===== src/rtl/telemetry_packetizer.sv =====
// Snapshots up to NUM_CH sensor channels and serialises each snapshot as a framed,
// checksummed byte stream over the serial_tx data/new_data/busy/block handshake.
module telemetry_packetizer #(
    parameter int          NUM_CH   = 8,
    parameter int          CH_BYTES = 2,
    parameter int          PERIOD   = 500000,
    parameter logic [7:0]  SYNC0    = 8'hA5,
    parameter logic [7:0]  SYNC1    = 8'h5A
) (
    input  logic                           clk,
    input  logic                           rst,
    input  logic [NUM_CH*CH_BYTES*8-1:0]   ch_data,
    input  logic [NUM_CH-1:0]              ch_enable,
    input  logic                           trigger,
    input  logic                           periodic_en,
    output logic [7:0]                     tx_data,
    output logic                           new_tx_data,
    input  logic                           tx_busy,
    input  logic                           tx_block,
    output logic                           frame_busy,
    output logic [15:0]                    frame_count,
    output logic                           overrun
);

    localparam int DW = NUM_CH * CH_BYTES * 8;

    localparam logic [2:0] S_IDLE = 3'd0;
    localparam logic [2:0] S_SNAP = 3'd1;
    localparam logic [2:0] S_EMIT = 3'd2;
    localparam logic [2:0] S_WAIT = 3'd3;
    localparam logic [2:0] S_DONE = 3'd4;

    localparam logic [2:0] P_SYNC0 = 3'd0;
    localparam logic [2:0] P_SYNC1 = 3'd1;
    localparam logic [2:0] P_SEQ   = 3'd2;
    localparam logic [2:0] P_MASK  = 3'd3;
    localparam logic [2:0] P_DATA  = 3'd4;
    localparam logic [2:0] P_CSUM  = 3'd5;
    localparam logic [2:0] P_END   = 3'd6;

    logic [2:0]        state;
    logic [2:0]        phase;
    logic [31:0]       period_cnt;
    logic              tick;
    logic              request;
    logic [DW-1:0]     snap_data;
    logic [NUM_CH-1:0] snap_mask;
    logic [7:0]        snap_seq;
    logic [7:0]        seq;
    logic [7:0]        sum;
    logic [2:0]        ch_idx;
    logic [1:0]        byte_idx;
    logic [7:0]        cur_byte;
    logic              link_free;
    logic [3:0]        first_ch;
    logic [3:0]        next_ch;
    logic [2:0]        n_phase;
    logic [2:0]        n_ch;
    logic [1:0]        n_byte;

    // Returns {found, index} of the lowest enabled channel at or above start.
    function automatic logic [3:0] find_next(input logic [NUM_CH-1:0] m, input int start);
        logic [3:0] r;
        r = 4'h0;
        for (int i = 0; i < NUM_CH; i++) begin
            if (!r[3] && i >= start && m[i])
                r = {1'b1, 3'(i)};
        end
        return r;
    endfunction

    assign tick      = periodic_en && (period_cnt == 32'(PERIOD - 1));
    assign request   = trigger || tick;
    assign link_free = !tx_busy && !tx_block;
    assign first_ch  = find_next(snap_mask, 0);
    assign next_ch   = find_next(snap_mask, int'(ch_idx) + 1);

    always_ff @(posedge clk or posedge rst) begin
        if (rst)
            period_cnt <= 32'd0;
        else if (!periodic_en || tick)
            period_cnt <= 32'd0;
        else
            period_cnt <= period_cnt + 32'd1;
    end

    // NOTE: every signal assigned in a combinational block gets a default first, so no latch is inferred.
    always_comb begin
        cur_byte = 8'h00;
        case (phase)
            P_SYNC0: cur_byte = SYNC0;
            P_SYNC1: cur_byte = SYNC1;
            P_SEQ:   cur_byte = snap_seq;
            P_MASK:  cur_byte = 8'(snap_mask);
            P_DATA:  cur_byte = snap_data[(int'(ch_idx) * CH_BYTES + CH_BYTES - 1 - int'(byte_idx)) * 8 +: 8];
            P_CSUM:  cur_byte = 8'h00 - sum;
            default: cur_byte = 8'h00;
        endcase
    end

    // Pointer advance after a byte is emitted; skips disabled channels entirely.
    always_comb begin
        n_phase = phase;
        n_ch    = ch_idx;
        n_byte  = byte_idx;
        case (phase)
            P_SYNC0: n_phase = P_SYNC1;
            P_SYNC1: n_phase = P_SEQ;
            P_SEQ:   n_phase = P_MASK;
            P_MASK: begin
                if (first_ch[3]) begin
                    n_phase = P_DATA;
                    n_ch    = first_ch[2:0];
                    n_byte  = 2'd0;
                end else begin
                    n_phase = P_CSUM;
                end
            end
            P_DATA: begin
                if (byte_idx == 2'(CH_BYTES - 1)) begin
                    if (next_ch[3]) begin
                        n_ch   = next_ch[2:0];
                        n_byte = 2'd0;
                    end else begin
                        n_phase = P_CSUM;
                    end
                end else begin
                    n_byte = byte_idx + 2'd1;
                end
            end
            P_CSUM:  n_phase = P_END;
            default: n_phase = phase;
        endcase
    end

    // NOTE: sequential state uses non-blocking assignments so every register samples pre-edge values.
    always_ff @(posedge clk or posedge rst) begin
        if (rst) begin
            state       <= S_IDLE;
            phase       <= P_SYNC0;
            snap_data   <= '0;
            snap_mask   <= '0;
            snap_seq    <= 8'h00;
            seq         <= 8'h00;
            sum         <= 8'h00;
            ch_idx      <= 3'd0;
            byte_idx    <= 2'd0;
            tx_data     <= 8'h00;
            new_tx_data <= 1'b0;
            frame_busy  <= 1'b0;
            frame_count <= 16'h0000;
            overrun     <= 1'b0;
        end else begin
            new_tx_data <= 1'b0;
            overrun     <= request && (state != S_IDLE);
            case (state)
                S_IDLE: begin
                    if (request)
                        state <= S_SNAP;
                end
                S_SNAP: begin
                    snap_data  <= ch_data;
                    snap_mask  <= ch_enable;
                    snap_seq   <= seq;
                    frame_busy <= 1'b1;
                    phase      <= P_SYNC0;
                    ch_idx     <= 3'd0;
                    byte_idx   <= 2'd0;
                    sum        <= 8'h00;
                    state      <= S_EMIT;
                end
                S_EMIT: begin
                    if (link_free) begin
                        tx_data     <= cur_byte;
                        new_tx_data <= 1'b1;
                        phase       <= n_phase;
                        ch_idx      <= n_ch;
                        byte_idx    <= n_byte;
                        if (phase == P_SEQ || phase == P_MASK || phase == P_DATA)
                            sum <= sum + cur_byte;
                        state <= S_WAIT;
                    end
                end
                // serial_tx raises busy one cycle late, so this cycle never looks at it.
                S_WAIT: begin
                    state <= (phase == P_END) ? S_DONE : S_EMIT;
                end
                S_DONE: begin
                    frame_busy  <= 1'b0;
                    frame_count <= frame_count + 16'd1;
                    seq         <= seq + 8'd1;
                    state       <= S_IDLE;
                end
                default: state <= S_IDLE;
            endcase
        end
    end

endmodule


===== config.mk =====
export PLATFORM = sky130hd
export DESIGN_NAME = telemetry_packetizer
export DESIGN_NICKNAME = d
export VERILOG_FILES = /design/src/rtl/telemetry_packetizer.sv
export SDC_FILE = /design/constraint.sdc
export NUM_CORES = 1
export LEC_CHECK = 0
export CORE_ASPECT_RATIO = 1.25
export CORE_MARGIN = 1
export CORE_UTILIZATION = 53
export DETAILED_ROUTE_END_ITERATION = 10
export GPL_TIMING_DRIVEN = 0
export PLACE_DENSITY = 0.76
export SLEW_MARGIN = 10
export SYNTH_ARGS = -nofsm -noshare
export SYNTH_HDL_FRONTEND = slang
export SYNTH_SLANG_ARGS = --single-unit

===== constraint.sdc =====
create_clock -name clk -period 18.5 [get_ports clk]
set_input_delay 2.775 -clock clk [delete_from_list [all_inputs] [get_ports clk]]
set_output_delay 2.775 -clock clk [all_outputs]
set_load 0.01 [all_outputs]

# ---- After elaboration in Yosys (flattened, before gate mapping)
# Cells that the tools add are included.
dict set report word_totals {
  elab_cells 159
  register_bits 230
  out_inout_bits 27
  in_bits 142
}
dict set report classes {
  shift 1
  magnitude_cmp 8
  n_eq_ne 22
  muxes 46
  n_reduce_logical 57
  n_addsub 10
}
# operator n
set ops {}
lappend ops {{$shiftx 128x10->8} 1}
lappend ops {{$mux 4} 16}
lappend ops {{$pmux 8 s6} 1}
lappend ops {{$add 32x1->32 const B} 1}
lappend ops {{$eq 32x19->1 const B} 1}
lappend ops {{$mux 32} 1}
lappend ops {{$mux 3} 10}
lappend ops {{$logic_and 1x1->1} 25}
lappend ops {{$pmux 3 s2} 3}
lappend ops {{$pmux 3 s6} 1}
lappend ops {{$logic_not 1->1} 17}
lappend ops {{$add 16x1->16 const B} 1}
lappend ops {{$ge 3x4->1 const A} 4}
lappend ops {{$mux 8} 2}
lappend ops {{$pmux 8 s2} 1}
lappend ops {{$ne 3x3->1 const B} 5}
lappend ops {{$eq 3x2->1 const B} 4}
lappend ops {{$eq 3x3->1 const B} 4}
lappend ops {{$pmux 3 s4} 1}
lappend ops {{$reduce_and 5->1} 2}
lappend ops {{$add 8x1->8 const B} 1}
lappend ops {{$add 8x8->8} 1}
lappend ops {{$ge 1x4->1 const A} 2}
lappend ops {{$ge 2x4->1 const A} 2}
lappend ops {{22 further kinds} 37}

# ---- Longest topological paths before layout
dict set report depth {
  word_depth 37
  ltp_mapped 18
  depth_no_buf 16
}

# ---- Least setup slack after synthesis
# OpenSTA, ideal clock, no wires.
dict set report synth_timing {
  path_type {input -> register}
  from {input port tx_block}
  to {register ch_idx[1]}
  setup_ns 0.125
  path_buffers 0
  setup_slack_ns 14.389
  required_ns 18.375
  t_arrival_ns 3.986
  cell_stages 6
  path_cell_list {nor2_1 nand3b_1 a21oi_1 o21ai_1 nor2_1 mux2_2}
}
dict set report synth_via {
  elab_chain_len 4
}
# item line_no
set synth_lines {}
lappend synth_lines {{start, declared} 19} ;# input logic tx_block,
lappend synth_lines {{$logic_not 1->1} 74} ;# assign link_free = !tx_busy && !tx_block;
lappend synth_lines {{$logic_and 1x1->1} 74}
lappend synth_lines {{$ne 2x2->1 (no source line)} --}
lappend synth_lines {{$reduce_and 6->1 (no source line)} --}
lappend synth_lines {{end signal, assigned} 177} ;# ch_idx <= n_ch;
lappend synth_lines {{end, declared} 51} ;# logic [2:0] ch_idx;
# No other way between the ends.
# A chain may end at the register's enable or synchronous reset.

# ---- Worst setup path in the final report
dict set report layout_timing {
  from {register ch_idx[0]}
  to {register sum[7]}
}
dict set report layout_via {
  elab_chain_len 9
}
# item line_no
set layout_lines {}
lappend layout_lines {{$add 4x2->5} 95} ;# P_DATA: cur_byte = snap_data[(int'(ch_idx) * CH_BYTES + CH_BYTES - 1 - int'(byte_idx)) * 8 +: 8];
lappend layout_lines {{$sub 5x1->6} 95}
lappend layout_lines {{$sub 6x3->7} 95}
lappend layout_lines {{$shiftx 128x10->8} 95}
lappend layout_lines {{$pmux 8 s6} 90} ;# case (phase)
lappend layout_lines {{net cur_byte[0]} 53} ;# logic [7:0] cur_byte;
lappend layout_lines {{$add 8x8->8} 180} ;# sum <= sum + cur_byte;
lappend layout_lines {{$mux 8} 179} ;# if (phase == P_SEQ || phase == P_MASK || phase == P_DATA)
lappend layout_lines {{$mux 8} 173} ;# if (link_free) begin
lappend layout_lines {{$pmux 8 s2} 156} ;# case (state)
lappend layout_lines {{end signal, assigned} 180}
lappend layout_lines {{end, declared} 50} ;# logic [7:0] sum;
# The timed path passes the listed nets, and every way through them passes these cells. The select of a mux whose other input is x is not followed.

==> summary.txt <==
Commonest cells post-synth: dfrtp_1 (230), mux2_2 (151), nor2_1 (66)
Worst setup EP type: flop
largest net degree at the start of global routing: 117
Top Layer Used: met4
clock root buffer: clkbuf_16
number of global-route vias before repair: 8,063
Max Root-Sink Buffers: 3
DRC errors left: 0
Worst-path clk slew: 0.06 ns
count leader, synth: dfrtp_1
Rel. slew slack: 0.4232
CP Class: flop to flop
worst hold path class: flop to flop
CP Cell Sequence: inv_1, ha_1, clkbuf_1, clkbuf_1, mux4_2, mux2i_1, mux2i_1, nand2_1, o21ai_0, a211o_1, ha_1, a21o_1, a21oi_1, o21ai_0, o41ai_1, xnor2_1, nand2b_1, mux2i_1
Final period util: 0.2710
global-route wire length before repair: 42,130 µm
die height: 164.1 µm
Antenna Cells: 0
per-cell routed wire length: 18.71 µm
Initial Util: 0.5464
1st-pass router iterations: 4
RSZ-0062 raised after global routing: false
IO Count: 169
Core Rows: 58
CP arrival: 5.45 ns
initial antenna violation count: 0
metal3 WL: 1492 µm
worst path buffer plus inverter count: 3
max incr delay on CP: 0.66 ns
status: complete, no violations
Power Total: 2.100 mW
Yosys cell types: 57
cell accounting for the most synthesized area: dfrtp_1
# resized after CTS: 0
sequential element share of the synthesized area: 0.5165
Power per Cell Area: 150.0 mW/mm²
post-route minimum period: 5.014 ns
# nets final: 1,252
number of synthesized register bits: 230
Syn. warnings: 0
# setup viols final: 0
Detailed Route Iter0 Violations: 401
final hold vios: 0
worst path required time: 18.94 ns
Max VDD drop: 97.33 µV
hold slack final: 0.4658 ns
Achievable Freq: 0.1995 GHz
setup_tns: 0 ns
Leak: 5.987 nW
Clock Latency Late Sink: 0.52 ns
multi-input logic area: 0.005124 mm²
syn nets: 1,057
Metal-1 WL: 10,350 µm
fill count: 1,499
CP max stage cell: clkbuf_1
PortBufs: 168
area grow syn2layout: 25.62%
H-tree levels: 1
maxcap violations: 0
Post-CTS Setup Inserts: 0
Antenna Nets Post-Route: 0
total number of vias: 7,637
post-DR vias/cell: 5.538
CORE AREA: 0.02039 mm²
top cell type's share of synthesized area: 0.5165
Worst path top cell family by delay: compound AO/OA/AOI/OAI gates
clk_skew: 0.009523 ns
Synth Instances: 899
Post-Syn Area: 0.01114 mm²
critical path peak fanout: 10
Die Wd: 131.7 µm
top cells by area, synth: dfrtp_1 (52%), mux2_2 (15%), mux4_2 (6.9%)
Worst-Margin Slew: 0.8652 ns
metal2 WL: 13,350 µm
Placer Congestion: 0.9009
Slew Viols, Final: 0
DIE AREA: 0.02161 mm²
ys flop type: dfrtp_1
Storage cell area: 0.005756 mm²
layout cell share with drive strength beyond 1: 0.2119
final wirelength: 25,800 µm
HPWL after detailed placement: 19,070 µm
gr ovfl total: 0
Hold-fix buffers, CTS: 0
cts bufs inserted: 24
CTS tree: built
Crit path top cell by count: mux2i_1
Clock Sinks: 230
GRT Total Usage: 0.2508
synthesized area per cell: 12.40 µm²
Synth async-reset ratio: 1.000
kind of start point of the critical path: flop
number of synthesized flops with an enable pin: 0
logic make-up (layout without fill, tap and decap cells):
logic type               Yosys count  after routing  synth area share
AND/OR/NAND/NOR                  240            240            0.1031
buffers and inverters             66            276           0.02369
adder cells (fa/ha/maj)           17             17           0.01965
multiplexers                     194            194            0.2338
flip-flops                       230            230            0.5165
XOR/XNOR                          65             65           0.05109
AO/OA/AOI/OAI                     87             87           0.05221
worst reg2reg max path, stage by stage (launching register included):
cell and delay (ns):
dfrtp_1 0.47, inv_1 0.10, ha_1 0.28, clkbuf_1 0.22, clkbuf_1 0.66, mux4_2 0.43, mux2i_1 0.38, mux2i_1 0.13
nand2_1 0.10, o21ai_0 0.10, a211o_1 0.33, ha_1 0.22, a21o_1 0.18, a21oi_1 0.22, o21ai_0 0.16, o41ai_1 0.50
xnor2_1 0.15, nand2b_1 0.17, mux2i_1 0.14
cell type report:
cell class,count,share of cell area
clock buffer,37,0.05220
sequential,230,0.4112
clock inverter,4,0.005005
inverter,20,0.005899
timing repair buffer,169,0.1221
tap,270,0.02413
multi-input combinational,603,0.3660
buffer,46,0.01350
cell usage in the layout (no fill, tap or decap), types with 4 or more instances in the layout:
| cell | n |
|---|---|
| a22o_1 | 9 |
| dfrtp_1 | 230 |
| nor2_1 | 66 |
| a211o_1 | 4 |
| clkdlybuf4s50_1 | 168 |
| nand3_1 | 32 |
| clkbuf_16 | 25 |
| nand2_1 | 61 |
| nand4_1 | 13 |
| xor2_1 | 25 |
| clkbuf_1 | 43 |
| o21ai_0 | 15 |
| mux2i_1 | 6 |
| and3_1 | 10 |
| clkbuf_8 | 6 |
| nor3_1 | 12 |
| buf_2 | 4 |
| mux2_2 | 151 |
| nand2b_1 | 10 |
| nor4_1 | 9 |
| ha_1 | 15 |
| nor2b_1 | 6 |
| mux4_2 | 34 |
| inv_1 | 18 |
| a21oi_1 | 26 |
| a21o_1 | 6 |
| and2_1 | 7 |
| xnor2_1 | 40 |
sequential cells by signal, summed over array words and instances (netlist names), 2 cells and up:
name	count
seq	8
state	3
phase	3
snap_data	128
period_cnt	32
tx_data	8
snap_seq	8
snap_mask	8
ch_idx	3
sum	8
frame_count	16
byte_idx	2
stage by stage:
stage / util / area [µm²] / worst slack (ns) / instances
2_1_floorplan: - / 11140 / 9.420 / 899
3_3_place_gp: 0.6455 / 13160 / 6.479 / 1337
3_5_place_dp: 0.6472 / 13200 / 13.47 / 1338
4_1_cts: 0.6865 / 14000 / 13.46 / 1379
5_1_grt: 0.6865 / 14000 / 13.19 / 1379
6_report: 0.6865 / 14000 / 13.49 / 1379
per-layer routing:
layer | vias to the layer above | GRT usage
met1 | 3809 | 0.3039
met5 | - | 0
met2 | 196 | 0.4505
met3 | 33 | 0.05432
li1 | 3599 | -
met4 | 0 | 0.07082
report_power, final:
part / internal, mW / switching, mW
combinational: 0.441 / 0.382
clock: 0.297 / 0.191
sequential: 0.676 / 0.112
total: 1.41 / 0.685
worst paths after layout:
check / slack, ns / end / startpoint / cells past startpoint
setup / recovery: 13.49 / sum[7] / ch_idx[0] / 18
hold / removal: 0.47 / frame_count[15] / frame_count[15] / 1
setup reg to reg: 13.49 / sum[7] / ch_idx[0] / 18
hold reg to reg: 0.47 / frame_count[15] / frame_count[15] / 1
max in group asynchronous: 14.60 / snap_seq[3] / rst / 3
min in group asynchronous: 2.78 / snap_data[112] / rst / 2
Note: power is estimated with default switching activity, not from simulation.
